**src/rtl/z80_opcode_tracker_if.sv**
```systemverilog
// Bus bundle between the Z80 side (master) and the opcode tracker (slave).
// CNT_WIDTH must match the tracker's counter width.
interface z80_opcode_tracker_if #(
   parameter int unsigned CNT_WIDTH = 16
);
   logic [7:0]           data;
   logic                 m1_n;
   logic                 iorq_n;
   logic                 count_clr;
   logic                 at_boundary;
   logic                 is_retn;
   logic                 is_reti;
   logic                 boundary_stb;
   logic                 intack_stb;
   logic [CNT_WIDTH-1:0] instr_count;

   modport master (
      output data, m1_n, iorq_n, count_clr,
      input  at_boundary, is_retn, is_reti, boundary_stb, intack_stb, instr_count
   );

   modport slave (
      input  data, m1_n, iorq_n, count_clr,
      output at_boundary, is_retn, is_reti, boundary_stb, intack_stb, instr_count
   );
endinterface

```
**src/rtl/z80_opcode_tracker.sv**
```systemverilog
// Z80 instruction-boundary tracker: follows CB/ED/DD/FD prefixes across M1 fetches,
// flags completed instructions, decodes RETN/RETI. Optional macro: OPCODE_RETN_ALIAS_EN.
module z80_opcode_tracker #(
   parameter int unsigned SYNC_STAGES = 2,
   parameter int unsigned CNT_WIDTH   = 16
) (
   input logic                 clk,
   input logic                 rst,
   z80_opcode_tracker_if.slave bus
);
   localparam int unsigned LAST = SYNC_STAGES - 1;

   localparam logic [7:0] OP_CB   = 8'hCB;
   localparam logic [7:0] OP_ED   = 8'hED;
   localparam logic [7:0] OP_DD   = 8'hDD;
   localparam logic [7:0] OP_FD   = 8'hFD;
   localparam logic [7:0] OP_RETN = 8'h45;
   localparam logic [7:0] OP_RETI = 8'h4D;

   typedef enum logic [1:0] {
      ST_BASE,
      ST_IDX,
      ST_CB,
      ST_ED
   } state_t;

   state_t state;

   logic [SYNC_STAGES-1:0]      m1_sync;
   logic [SYNC_STAGES-1:0]      iorq_sync;
   logic [SYNC_STAGES-1:0][7:0] data_sync;
   logic [SYNC_STAGES:0]        m1_chain_c;
   logic [SYNC_STAGES:0]        iorq_chain_c;
   logic [SYNC_STAGES:0][7:0]   data_chain_c;

   logic       m1_s;
   logic       iorq_s;
   logic [7:0] data_s;
   logic       m1_prev;
   logic [7:0] op;
   logic       ack;

   logic end_c;
   logic decode_c;
   logic prefix_c;
   logic boundary_c;
   logic retn_c;
   logic reti_c;

   // Second byte of an ED pair that returns from NMI.
   function automatic logic retn_op(input logic [7:0] b);
`ifdef OPCODE_RETN_ALIAS_EN
      return (b == 8'h45) || (b == 8'h55) || (b == 8'h5D) || (b == 8'h65) ||
             (b == 8'h6D) || (b == 8'h75) || (b == 8'h7D);
`else
      return (b == OP_RETN);
`endif
   endfunction

   // Chain input concatenated in front so the shift works for any depth including 1.
   assign m1_chain_c   = {m1_sync, bus.m1_n};
   assign iorq_chain_c = {iorq_sync, bus.iorq_n};
   assign data_chain_c = {data_sync, bus.data};

   always_ff @(posedge clk) begin
      if (rst) begin
         m1_sync   <= '1;
         iorq_sync <= '1;
         data_sync <= '0;
      end else begin
         m1_sync   <= m1_chain_c[SYNC_STAGES-1:0];
         iorq_sync <= iorq_chain_c[SYNC_STAGES-1:0];
         data_sync <= data_chain_c[SYNC_STAGES-1:0];
      end
   end

   assign m1_s   = m1_sync[LAST];
   assign iorq_s = iorq_sync[LAST];
   assign data_s = data_sync[LAST];

   assign end_c      = m1_s & ~m1_prev;
   assign decode_c   = end_c & ~ack;
   assign boundary_c = decode_c & ~prefix_c;
   assign retn_c     = (state == ST_ED) && retn_op(op);
   assign reti_c     = (state == ST_ED) && (op == OP_RETI);

   // Bytes that extend the current instruction instead of completing it.
   always_comb begin
      prefix_c = 1'b0;
      case (state)
         ST_BASE: prefix_c = (op == OP_CB) || (op == OP_ED) || (op == OP_DD) || (op == OP_FD);
         ST_IDX:  prefix_c = (op == OP_DD) || (op == OP_FD) || (op == OP_ED);
         default: prefix_c = 1'b0;
      endcase
   end

   always_ff @(posedge clk) begin
      if (rst) begin
         state            <= ST_BASE;
         m1_prev          <= 1'b1;
         op               <= '0;
         ack              <= 1'b0;
         bus.at_boundary  <= 1'b0;
         bus.is_retn      <= 1'b0;
         bus.is_reti      <= 1'b0;
         bus.boundary_stb <= 1'b0;
         bus.intack_stb   <= 1'b0;
         bus.instr_count  <= '0;
      end else begin
         m1_prev          <= m1_s;
         bus.boundary_stb <= boundary_c;
         bus.intack_stb   <= end_c & ack;

         // Last sample before M1 rises is the one decoded.
         if (!m1_s) begin
            op  <= data_s;
            ack <= ~iorq_s;
         end

         if (decode_c) begin
            bus.at_boundary <= ~prefix_c;
            bus.is_retn     <= retn_c;
            bus.is_reti     <= reti_c;
            case (state)
               ST_BASE: begin
                  if (op == OP_CB)                       state <= ST_CB;
                  else if (op == OP_ED)                  state <= ST_ED;
                  else if ((op == OP_DD) || (op == OP_FD)) state <= ST_IDX;
                  else                                   state <= ST_BASE;
               end
               // DDCB/FDCB tail bytes are plain reads, so CB completes here.
               ST_IDX: begin
                  if ((op == OP_DD) || (op == OP_FD)) state <= ST_IDX;
                  else if (op == OP_ED)                state <= ST_ED;
                  else                                 state <= ST_BASE;
               end
               default: state <= ST_BASE;
            endcase
         end

         if (bus.count_clr)
            bus.instr_count <= '0;
         else if (boundary_c)
            bus.instr_count <= bus.instr_count + CNT_WIDTH'(1);
      end
   end
endmodule

```
**src/flat_wrapper.sv**
```systemverilog
// flat-port wrapper written by rule: the top's interface ports become plain ports
module z80_opcode_tracker_flat 
#(
   parameter int unsigned SYNC_STAGES = 2,
   parameter int unsigned CNT_WIDTH   = 16
)
  (clk, rst, bus_data, bus_m1_n, bus_iorq_n, bus_count_clr, bus_at_boundary, bus_is_retn, bus_is_reti, bus_boundary_stb, bus_intack_stb, bus_instr_count);
  z80_opcode_tracker_if #(.CNT_WIDTH(CNT_WIDTH)) bus_i ();
  input logic clk;
  input logic rst;
  input wire logic [$bits(bus_i.data)-1:0] bus_data;
  input wire logic [$bits(bus_i.m1_n)-1:0] bus_m1_n;
  input wire logic [$bits(bus_i.iorq_n)-1:0] bus_iorq_n;
  input wire logic [$bits(bus_i.count_clr)-1:0] bus_count_clr;
  output wire logic [$bits(bus_i.at_boundary)-1:0] bus_at_boundary;
  output wire logic [$bits(bus_i.is_retn)-1:0] bus_is_retn;
  output wire logic [$bits(bus_i.is_reti)-1:0] bus_is_reti;
  output wire logic [$bits(bus_i.boundary_stb)-1:0] bus_boundary_stb;
  output wire logic [$bits(bus_i.intack_stb)-1:0] bus_intack_stb;
  output wire logic [$bits(bus_i.instr_count)-1:0] bus_instr_count;
  assign bus_i.data = bus_data;
  assign bus_i.m1_n = bus_m1_n;
  assign bus_i.iorq_n = bus_iorq_n;
  assign bus_i.count_clr = bus_count_clr;
  assign bus_at_boundary = bus_i.at_boundary;
  assign bus_is_retn = bus_i.is_retn;
  assign bus_is_reti = bus_i.is_reti;
  assign bus_boundary_stb = bus_i.boundary_stb;
  assign bus_intack_stb = bus_i.intack_stb;
  assign bus_instr_count = bus_i.instr_count;
  z80_opcode_tracker #(.SYNC_STAGES(SYNC_STAGES), .CNT_WIDTH(CNT_WIDTH)) u_core (.clk(clk), .rst(rst), .bus(bus_i));
endmodule
```
**config.mk**
```make
export PLATFORM = sky130hd
export DESIGN_NAME = z80_opcode_tracker_flat
export DESIGN_NICKNAME = d
export VERILOG_FILES = /design/src/rtl/z80_opcode_tracker_if.sv /design/src/rtl/z80_opcode_tracker.sv /design/src/flat_wrapper.sv
export SDC_FILE = /design/constraint.sdc
export NUM_CORES = 1
export LEC_CHECK = 0
export CAP_MARGIN = 20
export CORE_ASPECT_RATIO = 0.5
export CORE_MARGIN = 1.5
export CORE_UTILIZATION = 54
export CTS_BUF_LIST = sky130_fd_sc_hd__clkbuf_8
export DETAILED_ROUTE_END_ITERATION = 10
export PLACE_DENSITY_LB_ADDON = 0.3
export SLEW_MARGIN = 15
export SYNTH_ARGS = -nofsm -noshare
export SYNTH_HDL_FRONTEND = slang
export SYNTH_SLANG_ARGS = --single-unit
```
**constraint.sdc**
```tcl
create_clock -name clk -period 1.86 [get_ports clk]
set_clock_uncertainty 0.1 [all_clocks]
set_input_delay 0.465 -clock clk [delete_from_list [all_inputs] [get_ports clk]]
set_output_delay 0.465 -clock clk [all_outputs]
set_load 0.1 [all_outputs]
```
==> key figures <==
Setup path
  – Kind of critical path: register to register
  – Crit path max fanout: 14
  – Reg-to-reg startpoint: u_core.ack$_SDFFE_PP0N_
  – Critical Path RT: 1.98 ns
  – Worst Path Arrival: 1.89 ns
  – Worst Setup SP: u_core.ack$_SDFFE_PP0N_
  – CP startpoint kind: register
  – Crit. End Element: register

Synth
  – Leading area contributor after synthesis: dfxtp_1
  – Post-synthesis async set-or-reset flop share: 0
  – #FFs+latches synth: 53
  – Area contributors post-synth: dfxtp_1 52%, nor2b_1 5.2%, a21oi_1 4.9%, o31ai_1 4.4%, or4_1 4.0%
  – Post-synth EDFFs: 0
  – Synth top area share: 0.5190
  – Mean Syn Cell Area: 9.689 um^2
  – Count of cell types in the netlist: 36
  – Cell with the most instances after synthesis: dfxtp_1
  – Cells after Synth: 211
  – Syn nets: 225
  – Main flop type after synthesis: dfxtp_1
  – Synth top cells by count: 53 x dfxtp_1, 20 x a21oi_1, 17 x nor2b_1
  – Ys Warns: 0
  – Mapped Area: 2044 um^2
  – Proportion of synthesized chip area in sequential cells: 0.5190

Route
  – Pre-antenna DRT Iters: 4
  – Residual DRC count: 0
  – Drt first-iter violations: 61
  – Post-route ant nets: 0
  – Vias per cell: 5.712
  – Avg WL per Cell: 15.42 um
  – Vias: 1708
  – Final WL: 4611 um

Placed design
  – Placer Congestion: a little over 0.8
  – DP Cell Count: 290
  – Area of placed instances: roughly 2700 um^2
  – Post-detail-place hpwl: 3062 um
  – I/O Buffers: 33
  – Place WS: roughly 0.030 ns

Global route
  – Vias in the first global route: 1576
  – Initial antenna violation count: 0
  – First-pass GRT wire length: 7300 um
  – Tot GR Track Use: 0.2308
  – Gr ovfl total: 0
  – Largest net degree at the start of global routing: 38

Power and ir drop
  – Pleak: 1.072 nW
  – Tot Pwr: 2.039 mW
  – Peak VDD IR: 0.0006135 V
  – PwrDens: 706.4 nW/um^2

Timing
  – Relative slew slack: 0.7508
  – Max-slew violations: 0
  – RSZ-0062 raised after global routing: true
  – Slew of the pin with the lowest slew margin: 0.3706 ns
  – Crit path time final: 1.767 ns
  – Highest clock rate: 566.0 MHz
  – Fin. Hold Viols: 0
  – Final setup margin: 0.09315 ns
  – Final setup fails: 0
  – Fin crit share: 0.9499

Layout
  – Fillers: 224
  – Nets: 261
  – Footprint of the multi-input gates: 944.7 um^2
  – Ant diodes: 0
  – Register area: 1119 um^2
  – Fraction of layout cells with a size suffix above 1: 0.2903
  – Design Area, Final: 2887 um^2
  – Layout area overhead: 41.19%
  – Final cell count without fillers: approximately 300

Floorplan
  – Die Span Y: about 47 um
  – Chip Width: 90.02 um
  – Initial core utilization: 0.5794
  – Floorplan row count: 15
  – # IOs: 34
  – Core Region: between 3000 and 4000 um^2
  – Die Area: 4187 um^2

Hold path
  – Hold WC Path Type: register to register
  – Hold path startpoint: u_core.iorq_sync[0]$_SDFF_PP1_

CTS
  – Clock sink total: 53
  – Clock Tree Root: clkbuf_8
  – H-tree lvl count: 2
  – Hold buffer count at cts: 0
  – Clock buffer depth: 2
  – CTS tree: built
  – Clk_lat worst skew: 0.31 ns
  – Clock Pin Slew Worst Setup and Hold Paths: 0.10 ns
  – Number of buffers created by CTS: 5

Job
  – Max-cap violations: 0

Outcome
  – Status: finished, final reports clean
==> stage by stage <==
stage / utilization / setup TNS [ns] / hold WS, ns
3_5_place_dp: 0.7762 / 0 / 0.2972
5_1_grt: 0.8181 / -0.04797 / 0.3403
4_1_cts: 0.8103 / 0 / 0.3196
3_3_place_gp: 0.7762 / 0 / 0.2916
2_1_floorplan: - / -0.007709 / 0.2895
6_report: 0.8181 / 0 / 0.3173
==> kinds of logic (layout without fill, tap and decap cells) <==
family                   after synthesis  after routing  share of synthesized area
multiplexers                           8              8                    0.03917
AND/OR/NAND/NOR                       92             92                     0.2778
adder cells (fa/ha/maj)                1              1                   0.006119
buffers and inverters                 16             53                    0.03366
flip-flops                            53             53                     0.5190
AO/OA/AOI/OAI                         41             41                     0.1242
==> final cells by class <==
| type | instances | area share |
|---|---|---|
| flip-flops and latches | 53 | 0.3875 |
| multi-input cells | 142 | 0.3273 |
| repair buffers | 43 | 0.2219 |
| well taps | 51 | 0.02211 |
| clock inverters | 3 | 0.01474 |
| clock buffers | 5 | 0.02384 |
| inverters | 2 | 0.002601 |
==> state kept, by name, indices dropped and copies added (netlist names) <==
register	cells
u_core.data_chain_c	8
u_core.ack	1
u_core.bus.intack_stb	1
u_core.bus.boundary_stb	1
u_core.m1_sync	2
u_core.iorq_sync	2
u_core.bus.instr_count	16
u_core.data_s	8
u_core.state	2
u_core.bus.at_boundary	1
u_core.m1_prev	1
u_core.bus.is_reti	1
u_core.bus.is_retn	1
u_core.op	8
==> worst max-delay path: stages, from the launching register on <==
cell and delay (ns):
dfxtp_1 0.36, or3b_4 0.48, or4_1 0.53, a21oi_1 0.21
==> cells in the final DEF (no fill, tap or decap), types with 5 or more instances in the layout <==
| master | count |
|---|---|
| or3_1 | 5 |
| nand4_1 | 6 |
| buf_4 | 8 |
| dfxtp_4 | 12 |
| o31ai_1 | 12 |
| mux2i_1 | 8 |
| dfxtp_2 | 10 |
| a21oi_1 | 20 |
| nand3_1 | 6 |
| nand2_1 | 6 |
| dfxtp_1 | 31 |
| nor2_1 | 15 |
| or2_2 | 6 |
| nor2b_1 | 17 |
| clkdlybuf4s50_1 | 12 |
| clkbuf_8 | 5 |
| or4_1 | 11 |
| buf_12 | 23 |
==> power by group <==
group | total (mW) | internal [mW] | switching [mW]
registers | 1.15 | 1.14 | 0.0117
logic | 0.104 | 0.0567 | 0.0474
clock network | 0.781 | 0.399 | 0.382
==> final timing paths <==
kind / end / slack, ns / depth (start not counted)
worst max-delay path: u_core.bus.instr_count[2]$_SDFFE_PP0P_ / 0.09 / 3
worst min-delay path: u_core.iorq_sync[1]$_SDFF_PP1_ / 0.32 / 1
worst max register to register: u_core.bus.instr_count[2]$_SDFFE_PP0P_ / 0.09 / 3
worst min register to register: u_core.iorq_sync[1]$_SDFF_PP1_ / 0.32 / 1
==> per-layer routing <==
layer | routed length, um | GRT usage | up-vias | part of all wire
met4 | 61 | 0.06667 | 0 | 0.013
met2 | 2511 | 0.4864 | 67 | 0.54
met3 | 238 | 0.06436 | 11 | 0.052
met5 | 0 | 0 | - | 0
met1 | 1800 | 0.2342 | 794 | 0.39
li1 | - | - | 836 | -
==> timing repair <==
item / CTS / global route
resized for setup: 2 / 9
pin swaps: 0 / 2
endpoints found under the setup margin: 2 / 14
buffers inserted: 0 / 1
No activity file was read; power rests on OpenSTA's default activity.
==> edit, RTL diff (same settings) <==
Add a define of `OPCODE_RETN_ALIAS_EN`.
--- a/src/rtl/z80_opcode_tracker.sv
+++ b/src/rtl/z80_opcode_tracker.sv
@@ -1,5 +1,7 @@
 // Z80 instruction-boundary tracker: follows CB/ED/DD/FD prefixes across M1 fetches,
 // flags completed instructions, decodes RETN/RETI. Optional macro: OPCODE_RETN_ALIAS_EN.
+`define OPCODE_RETN_ALIAS_EN
+
 module z80_opcode_tracker #(
    parameter int unsigned SYNC_STAGES = 2,
    parameter int unsigned CNT_WIDTH   = 16
Formal check against the unedited RTL: not equivalent (Yosys sat finds a counterexample within 10 cycles, from zero or initial values and one cycle with rst high).
==> edit against the unedited design <==
Area after synthesis grew 2.7%. Synthesized cell count is 3.3% higher. Sequential cell count is the same. Core utilization shrank 1.2 points. Hold slack improved by 13 ps. Setup slack lost 32 ps. Routed wire length decreased by 7.3%. Non-clock buffer count fell by 2. Power fell by 3.9%. Final area fell by 0.43%. Fmax shrank 1.8%. Largest cell class unchanged.
==> edit: results (changes against the unedited design) <==
Critical path
  • Critical path's largest stage delay: 500 ps (-30 ps)
  • Arr. time, crit path: 1940 ps (+50 ps)
  • R2R Path End: u_core.bus.instr_count[15]$_SDFFE_PP0P_
  • Critical-path maximum fanout: 9 (-5)
  • Register-to-register setup slack: 60 ps (-30 ps)
  • Worst Setup SP: u_core.bus.instr_count[2]$_SDFFE_PP0P_

STA
  • Final period util: 0.967 (+0.0172)
  • Least-Margin Pin Slew: 430 ps (+59.4 ps)
  • Min Hold Slack: 330 ps (+13.1 ps)

Place
  • DP Worst Slack: 6.86 ps (-22.8 ps)
  • Routability cong.: 0.806 (-2.9%)
  • Area of placed instances: 2770 µm² (+1.1%)

CTS
  • Number of gates resized after CTS: 1 (-1)
  • CTS root buf: clkbuf_8

Drt
  • DR vias/cell: 5.74 (+0.41%)
  • DRC viols: 0 (unchanged)
  • Drt first pass iters: 5 (+1)
  • 1st-iter DRT viols: 49 (-20%)
  • Wirelength, routed: 4280 µm (-7.3%)

Layout
  • Register Area: 1110 µm² (-1.1%)
  • # nets final: 265 (+1.5%)
  • Number of diodes: 0 (unchanged)

Yosys
  • Synth Area in XOR/XNOR: 0 (unchanged)
  • Compound-cell area share of the yosys netlist: 0.119 (-0.00505)
  • Syn Nets: 232 (+3.1%)
  • Synth cell types: 39 (+8.3%)
  • Gate Count Post-Synth: 218 (+3.3%)
  • Adder-cell share of the synthesized area: 0.00596 (-0.000160)
  • Sequential cell area fraction in the yosys report: 0.505 (-0.0136)
  • Multiplexer share of the synthesized area: 0.0477 (+0.00851)
  • Top cells by count, synth: dfxtp_1 (53), a21oi_1 (16), nor2b_1 (16)
  • Cell taking the most area after synthesis: dfxtp_1

GRT
  • GRT Util Overall: 0.210 (-0.0204)
  • Vias in the first global route: 1,597 (+1.3%)
  • First-pass GRT wire length: 6860 µm (-6.1%)

Power and ir drop
  • Design Power: 1960 µW (-3.9%)
  • Logic power comb: 112 µW (+8%)
  • P_sw: 474 µW (+7.3%)
  • Maximum VDD drop: 0.000533 V (-13%)
  • LEAKAGE: 0.00103 µW (-4.1%)

Status
  • Status: completed

Min path
  • Beginning of the worst hold path: u_core.m1_sync[0]$_SDFF_PP1_
  • Worst Hold Path EP: u_core.m1_sync[1]$_SDFF_PP1_
==> edit: cell type report <==
| class | count | share of cell area |
|---|---|---|
| sequential | 53 | 0.385 |
| multi-input combinational | 147 | 0.333 |
| timing repair buffer | 41 | 0.222 |
| clock buffer | 5 | 0.0239 |
| tap | 51 | 0.0222 |
| clock inverter | 3 | 0.0100 |
| inverter | 3 | 0.00392 |
==> edit: cells by family (layout without fill, tap and decap cells) <==
kind of cell,Yosys count,count (layout)
flops,53,53
buf+inv,18,52
compound gates,39,39
fa+ha+maj,1,1
simple gates,97,97
mux,10,10
==> edit: routing by layer <==
metal,vias to the layer above,track usage,wire [µm]
met5,-,0,0
met4,0,0.0750,36
met3,7,0.0761,195
met2,45,0.418,2270
met1,824,0.218,1770
li1,862,-,-
==> edit: worst reg2reg max path: stages, from the launching register on <==
cell and delay [ps]:
dfxtp_4 410, and4_1 380, nand4_1 160, or4_1 500, a21oi_1 180
